==> src/rtl/ic_bvashr_cmp_search.sv <==
// Invertibility-condition engine for signed comparisons over arithmetic shift right:
// evaluates the closed-form condition and cross-checks it with an exhaustive witness search.
module ic_bvashr_cmp_search #(
  parameter int W     = 4,
  parameter int LANES = 1
) (
  input  logic         clk,
  input  logic         rst_n,
  input  logic         in_valid,
  output logic         in_ready,
  input  logic [1:0]   op,
  input  logic [W-1:0] s,
  input  logic [W-1:0] t,
  output logic         out_valid,
  input  logic         out_ready,
  output logic         ic_closed,
  output logic         ic_search,
  output logic [W-1:0] witness,
  output logic         mismatch,
  output logic [W:0]   cycles,
  output logic [1:0]   fsm_state
);

  // Handshake: a request transfers on a rising edge where in_valid && in_ready;
  // a result transfers on a rising edge where out_valid && out_ready. out_valid
  // and every result output stay constant until that transfer.

  typedef enum logic [1:0] {
    IDLE   = 2'd0,
    SEARCH = 2'd1,
    DONE   = 2'd2
  } state_t;

  localparam logic [1:0] OP_SGT = 2'd0;
  localparam logic [1:0] OP_SGE = 2'd1;
  localparam logic [1:0] OP_SLT = 2'd2;

  localparam logic [W-1:0] SMAX = {1'b0, {(W-1){1'b1}}};
  localparam logic [W-1:0] SMIN = {1'b1, {(W-1){1'b0}}};

  state_t       state, state_nx;
  logic [1:0]   op_q;
  logic [W-1:0] s_q, t_q;
  logic [W:0]   base;
  logic [W:0]   base_next;
  logic         last_batch;
  logic         hit_any;
  logic [W-1:0] hit_x;
  logic [W-1:0] cand;
  logic         closed_in;

  // Shift amounts of W or more saturate instead of wrapping.
  function automatic logic [W-1:0] lsr(input logic [W-1:0] v, input logic [W-1:0] sh);
    if (int'(sh) >= W) return '0;
    return v >> sh;
  endfunction

  function automatic logic [W-1:0] asr(input logic [W-1:0] v, input logic [W-1:0] sh);
    if (int'(sh) >= W) return {W{v[W-1]}};
    return $signed(v) >>> sh;
  endfunction

  function automatic logic cmp(input logic [1:0] o, input logic [W-1:0] a, input logic [W-1:0] b);
    case (o)
      OP_SGT:  return $signed(a) >  $signed(b);
      OP_SGE:  return $signed(a) >= $signed(b);
      OP_SLT:  return $signed(a) <  $signed(b);
      default: return $signed(a) <= $signed(b);
    endcase
  endfunction

  always_comb begin
    closed_in = 1'b0;
    case (op)
      OP_SGT:  closed_in = $signed(t) <  $signed(lsr(SMAX, s));
      OP_SGE:  closed_in = $signed(t) <= $signed(lsr(SMAX, s));
      OP_SLT:  closed_in = $signed(t) >  $signed(asr(SMIN, s));
      default: closed_in = $signed(t) >= $signed(asr(SMIN, s));
    endcase
  end

  // Lanes are scanned from the top down so the lowest hit is the one that sticks.
  always_comb begin
    hit_any = 1'b0;
    hit_x   = '0;
    cand    = '0;
    for (int i = LANES - 1; i >= 0; i--) begin
      cand = base[W-1:0] + W'(i);
      if (cmp(op_q, asr(cand, s_q), t_q)) begin
        hit_any = 1'b1;
        hit_x   = cand;
      end
    end
  end

  // base is always a multiple of LANES, so the batch that reaches 2^W is the last.
  assign base_next  = base + (W+1)'(LANES);
  assign last_batch = base_next[W];

  always_comb begin
    state_nx = state;
    case (state)
      IDLE:    if (in_valid) state_nx = SEARCH;
      SEARCH:  if (hit_any || last_batch) state_nx = DONE;
      DONE:    if (out_ready) state_nx = IDLE;
      default: state_nx = IDLE;
    endcase
  end

  always_ff @(posedge clk) begin
    if (!rst_n) begin
      state     <= IDLE;
      op_q      <= '0;
      s_q       <= '0;
      t_q       <= '0;
      base      <= '0;
      cycles    <= '0;
      ic_closed <= 1'b0;
      ic_search <= 1'b0;
      witness   <= '0;
      mismatch  <= 1'b0;
    end else begin
      state <= state_nx;
      case (state)
        IDLE: begin
          if (in_valid) begin
            op_q      <= op;
            s_q       <= s;
            t_q       <= t;
            base      <= '0;
            cycles    <= '0;
            ic_closed <= closed_in;
            ic_search <= 1'b0;
            witness   <= '0;
            mismatch  <= 1'b0;
          end
        end
        SEARCH: begin
          cycles <= cycles + (W+1)'(1);
          base   <= base_next;
          if (hit_any) begin
            ic_search <= 1'b1;
            witness   <= hit_x;
            mismatch  <= ~ic_closed;
          end else if (last_batch) begin
            ic_search <= 1'b0;
            witness   <= '0;
            mismatch  <= ic_closed;
          end
        end
        default: ;
      endcase
    end
  end

  assign in_ready  = (state == IDLE);
  assign out_valid = (state == DONE);
  assign fsm_state = state;

endmodule

==> config.mk <==
export PLATFORM = sky130hd
export DESIGN_NAME = ic_bvashr_cmp_search
export DESIGN_NICKNAME = d
export VERILOG_FILES = /design/src/rtl/ic_bvashr_cmp_search.sv
export SDC_FILE = /design/constraint.sdc
export NUM_CORES = 1
export LEC_CHECK = 0
export ABC_AREA = 1
export CORE_ASPECT_RATIO = 1.2
export CORE_MARGIN = 2
export CORE_UTILIZATION = 50
export DETAILED_ROUTE_END_ITERATION = 8
export GPL_TIMING_DRIVEN = 0
export PLACE_DENSITY_LB_ADDON = 0.1
export SYNTH_ARGS = -nofsm -noshare
export SYNTH_HDL_FRONTEND = slang
export SYNTH_SLANG_ARGS = --single-unit
==> constraint.sdc <==
create_clock -name clk -period 3.65 [get_ports clk]
set_input_delay 0.73 -clock clk [delete_from_list [all_inputs] [get_ports clk]]
set_output_delay 0.73 -clock clk [all_outputs]
set_load 0.005 [all_outputs]
=== After elaboration in Yosys (flattened, before gate mapping) ===
Cells that the tools add are included.
Widths: inputs -> output; s select.

* Input port bits: 14
* Output and inout bits: 16
* Logic and storage cells: 86
* Bits in registers: 29

* Reduce and logical (&&, ||, !) cells: 10
* Magnitude comparators: 10
* Add/sub/neg operators: 2
* Shifts and indexed selects: 3
* Multiplexer cells: 40
* Equality and inequality tests: 10
* Bitwise logic cells: 1

{| class="wikitable"
|+ Operators by type and width
! operator !! count
|-
| $mux 4 || 16
|-
| $pmux 5 s2 || 2
|-
| $mux 1 || 12
|-
| $add 5x1->5 const B || 2
|-
| $ge 4x3->1 const B || 2
|-
| $ge 4x4->1 || 2
|-
| $gt 4x4->1 || 2
|-
| $le 4x4->1 || 2
|-
| $lt 4x4->1 || 2
|-
| $pmux 4 s2 || 1
|-
| $eq 2x1->1 const B || 3
|-
| $eq 2x2->1 const B || 3
|-
| $logic_not 2->1 || 3
|-
| $mux 2 || 3
|-
| $pmux 1 s3 || 2
|-
| $pmux 2 s3 || 1
|-
| $reduce_and 3->1 || 2
|-
| $mux 5 || 1
|-
| $ne 2x2->1 const B || 2
|-
| $pmux 1 s2 || 2
|-
| $reduce_and 2->1 || 2
|-
| $shr 3x4->4 const A || 1
|-
| $sshr 4x4->4 || 1
|-
| $sshr 4x4->4 const A || 1
|-
| 6 further kinds || 6
|}

=== Longest topological paths before layout ===
Gate-level depths: netlist of run 1.

* Word-level depth: 9
* Gate-level depth with buffers: 20
* Mapped depth without buffers: 20

=== Worst setup path after synthesis of run 1 ===
Ideal clock, no wire load.

* Path type: input-to-reg
* From: input port s[3]
* To: register ic_closed
* Cell stages on the path: 10
* Required time: 3.569 ns
* Path slack: 1.619 ns
* Arrival: 1.950 ns
* Path through: nor2_1 nand2_1 nor2_1 inv_1 ha_1 a21oi_1 o21ai_0 nand3_1 o211ai_1 a41oi_1

* Longest elaborated chain between the ends: 7
* Elaborated cells between the ends (all ways): 21
* Those cells by class: order compare (5); shift (2); mux (14)

{| class="wikitable"
|+ RTL lines
! element !! line !! RTL
|-
| start, declared || 12 || <nowiki>input logic [W-1:0] s,</nowiki>
|-
| $ge 4x3->1 || 54, 59 ||
|-
| $mux 1 || 54, 59 ||
|-
| $mux 1 || 74 || <nowiki>case (op)</nowiki>
|-
| $mux 4 (on tied branches) || 60, 55 ||
|-
| $mux 4 || 74 ||
|-
| $ge 4x4->1, or another cell as far along || 78 || <nowiki>default: closed_in = $signed(t) >= $signed(asr(SMIN, s));</nowiki>
|-
| $pmux 1 s3 (*) || 74 ||
|-
| end signal, assigned || 132 || <nowiki>ic_closed <= closed_in;</nowiki>
|-
| end, declared || 16 || <nowiki>output logic ic_closed,</nowiki>
|}

Every way passes the cells marked *; elsewhere a longest branch is shown, timed or not. The select of a mux whose other input is x is not followed.
A chain may end at the register's enable or synchronous reset.

=== Final worst setup path of run 1 ===
Ends and elaborated chain as after synthesis.

==> out/metrics.yaml, run 1 <==
run_status:
  outcome: "complete, no violations"
floorplanning:
  floorplan.initialDensity: 0.529
  dieWidth_um: 56.1
  fp.dieArea_um2: 3740
  fp.dieH_um: 66.6
  core_um2: 3080
  num_rows: 22
  io_pins: 30
sta:
  period_needed_ns: 2.37
  setup_viol: 0
  hold-worst-slack_ns: 0.465
  finalSetupTns_ns: 0
  setup_ws_ns: 1.28
  fmax_ghz: 0.423
  hold_viol_final: 0
  skew_ns: 0.00562
  rsz0062_at_grt: "no"
  tightest_slew_ns: 0.465
  final-max-slew-violation-count: 0
  timing.slew.headroom: 0.690
  timing.final.crit_share: 0.648
finish:
  area_growth_pct: 26.2
  stdcell_count: 296
  drive_above_1_share: 0.100
  fillers: 286
  diodes: 0
  fin_nets: 286
critical_path:
  crit_path_frequent_cell: "nor2_1"
  criticalPathCategory: "input pin to register"
  worstSetupEndpointType: "register"
  worst-path-max-fanout: 6
  critPathLaunchType: "input pin"
  cp.required_ns: 3.85
  r2r_setup_slack_ns: 1.45
  crit_chain: "clkdlybuf4s50_1 > nor2_1 > nand2_1 > nor2_1 > inv_1 > ha_1 > o41ai_1 > a41oi_1"
  critPathCapture: "ic_closed"
  worstPathArrival_ns: 2.57
  rr_startpoint: "base[2]"
  worst_path_largest_cell_delay_ns: 0.42
  slowest_stage: "o41ai_1"
  r2r_end: "witness[2]"
  cp-startpoint: "s[3]"
  ff2ff_path_depth: 16
yosys:
  synth-main-ff-cell: "dfxtp_1"
  synthSimpleGateAreaFrac: 0.257
  synth.area.mux_share: 0
  synth-compound-area-share: 0.186
  syn_nets: 251
  syn_inst: 224
  async_reset_ff_frac: 0
  synthDistinctLibCells: 33
  ys_seq_area_frac: 0.356
  synth_edf_count: 0
  mappedNetlistArea_um2: 1630
  yosysWarnings: 0
  synth_xor_area_frac: 0
  synth_top_family_by_area: "simple AND/OR/NAND/NOR gates"
  synthAdderAreaFrac: 0.0997
  ys_ff_latch: 29
  avgSynthCellArea_um2: 7.28
global_routing:
  grt_pass1_wl_um: 5820
  gr-total-overflow: 0
  grtUsageTotal: 0.201
  antenna_found_initial: 0
  grt_pass1_vias: 1408
  grt_max_degree: 11
placement:
  place_inst: 288
  gp_congestion: 0.769
  io_buffers: 28
  place_ws_ns: 0.920
  place_hpwl_um: 2500
clock_tree:
  clockBufferDepth: 2
  cts_resized: 0
  clk_latency_ns: 0.33
  postCtsHoldBufs: 0
  clock_sinks: 29
  htree_levels: 2
  cts_root_buffer: "clkbuf_4"
  path_clk_slew_ns: 0.10
  postCtsSetupRepairBufs: 0
  cts_tree: "done"
  cts_buffers: 5
route:
  drc_errors: 0
  drtIter0Drc: 53
  viasPerCell: 5.20
  routed-via-count: 1539
  avgRoutedWirePerCell_um: 11.1
  ant_nets: 0
  drt_pass1_iterations: 4
  wirelength_um: 3280
hold_path:
  hp-class: "register to register"
  min_path_cells: 2
flow_run:
  maxCapViolations: 0
pwr:
  p_per_area_nw_per_um2: 448
  p_leak_uw: 0.000890
  power_uw: 922
  irDropWorstVdd_mv: 0.513
[state kept, by name (all words and copies together) (netlist names)]
register   count
cycles         5
ic_closed      1
fsm_state      2
witness        4
t_q            4
op_q           2
mismatch       1
base           5
s_q            4
ic_search      1
[cells in the final DEF (no fill, tap or decap), drive strengths merged, types with 3 or more instances in the layout]
cell	instances
ha	13
a21oi	23
buf	3
nand3	12
nand4	6
nand2	42
nor2	25
inv	34
clkbuf	7
dfxtp	29
clkdlybuf4s50	28
o21ai	24
[routing by layer]
layer / wire length [µm] / GRT usage
met1: 1490 / 0.231
met2: 1610 / 0.347
met3: 121 / 0.0583
met4: 58 / 0.0893
met5: 0 / 0
[synthesized netlist by cell type, types with 3 or more instances]
library cell	instances	area share
inv_2	3	0.0069
dfxtp_1	29	0.36
ha_1	13	0.10
o21ai_0	23	0.071
inv_1	30	0.069
nor2_1	21	0.048
a21oi_1	23	0.071
nand2_1	39	0.090
nand3_1	11	0.034
nand4_1	6	0.023
[power by group]
group	switching [µW]	internal [µW]
combinational	129	98.0
sequential	21.1	342
clock	119	212
[critical path: cells and delay by family]
family          cells  cell delay [ns]
compound gates      2             0.58
fa+ha+maj           1             0.35
buf+inv             2             0.48
simple gates        3             0.44
[cell type report]
cell class / instances / area, µm² / area share
Timing Repair Buffer: 28 / 280 / 0.136
Multi-Input combinational cell: 155 / 885 / 0.430
Inverter: 35 / 134 / 0.0650
Clock buffer: 5 / 37.5 / 0.0182
Sequential cell: 29 / 581 / 0.282
Buffer: 5 / 32.5 / 0.0158
Clock inverter: 3 / 65.1 / 0.0316
Tap cell: 36 / 45.0 / 0.0219
[worst min path at each step]
stage	startpoint	endpoint	slack [ns]
after global placement	t_q[1]	t_q[1]	0.45
after CTS	ic_search	ic_search	0.47
after global routing	t_q[3]	t_q[3]	0.51
after floorplan	t_q[1]	t_q[1]	0.44
final	ic_search	ic_search	0.47
after detailed placement	ic_search	ic_search	0.45
[cell families (layout without fill, tap and decap cells)]
logic type,Yosys count,count (layout)
simple gates,87,87
compound gates,55,55
buf+inv,40,76
flops,29,29
fa+ha+maj,13,13
[metrics by stage]
| step | instance area [µm²] | util |
|---|---|---|
| 2_1_floorplan | 1630 | - |
| 3_3_place_gp | 1960 | 0.635 |
| 3_5_place_dp | 1960 | 0.635 |
| 4_1_cts | 2060 | 0.668 |
| 5_1_grt | 2060 | 0.668 |
| 6_report | 2060 | 0.668 |
No activity file was read; power rests on OpenSTA's default activity.
==> run 2, diff against run 1 <==
==> constraint.sdc (replaced) <==
create_clock -name clk -period 2.5 [get_ports clk]
set_input_delay 0.5 -clock clk [delete_from_list [all_inputs] [get_ports clk]]
set_output_delay 0.5 -clock clk [all_outputs]
set_load 0.005 [all_outputs]
==> results of run 2 <==
The final DEF is identical to that of run 1. Status: complete, no violations.
Among the figures that moved: setup slack after placement 0.920 ns -> -0.000230 ns; setup slack after layout 1.28 ns -> 0.305 ns; start point of the critical path s[3] -> base[2]; end point of the critical path ic_closed -> witness[2]; register-to-register setup slack 1.45 ns -> 0.30 ns; total power 922 µW -> 1350 µW; worst IR drop on VDD 0.513 mV -> 0.749 mV
==> run 3, diff against run 2 <==
--- a/config.mk
+++ b/config.mk
@@ -9,6 +9,7 @@
 export CORE_ASPECT_RATIO = 1.2
 export CORE_MARGIN = 2
 export CORE_UTILIZATION = 50
+export CTS_CLUSTER_SIZE = 25
 export DETAILED_ROUTE_END_ITERATION = 8
 export GPL_TIMING_DRIVEN = 0
 export PLACE_DENSITY_LB_ADDON = 0.1
==> results of run 3 <==
The final DEF is identical to that of run 1. Status: complete, no violations.
Among the figures that moved: setup slack after placement 0.920 ns -> -0.000230 ns; setup slack after layout 1.28 ns -> 0.305 ns; start point of the critical path s[3] -> base[2]; end point of the critical path ic_closed -> witness[2]; register-to-register setup slack 1.45 ns -> 0.30 ns; total power 922 µW -> 1350 µW; worst IR drop on VDD 0.513 mV -> 0.749 mV
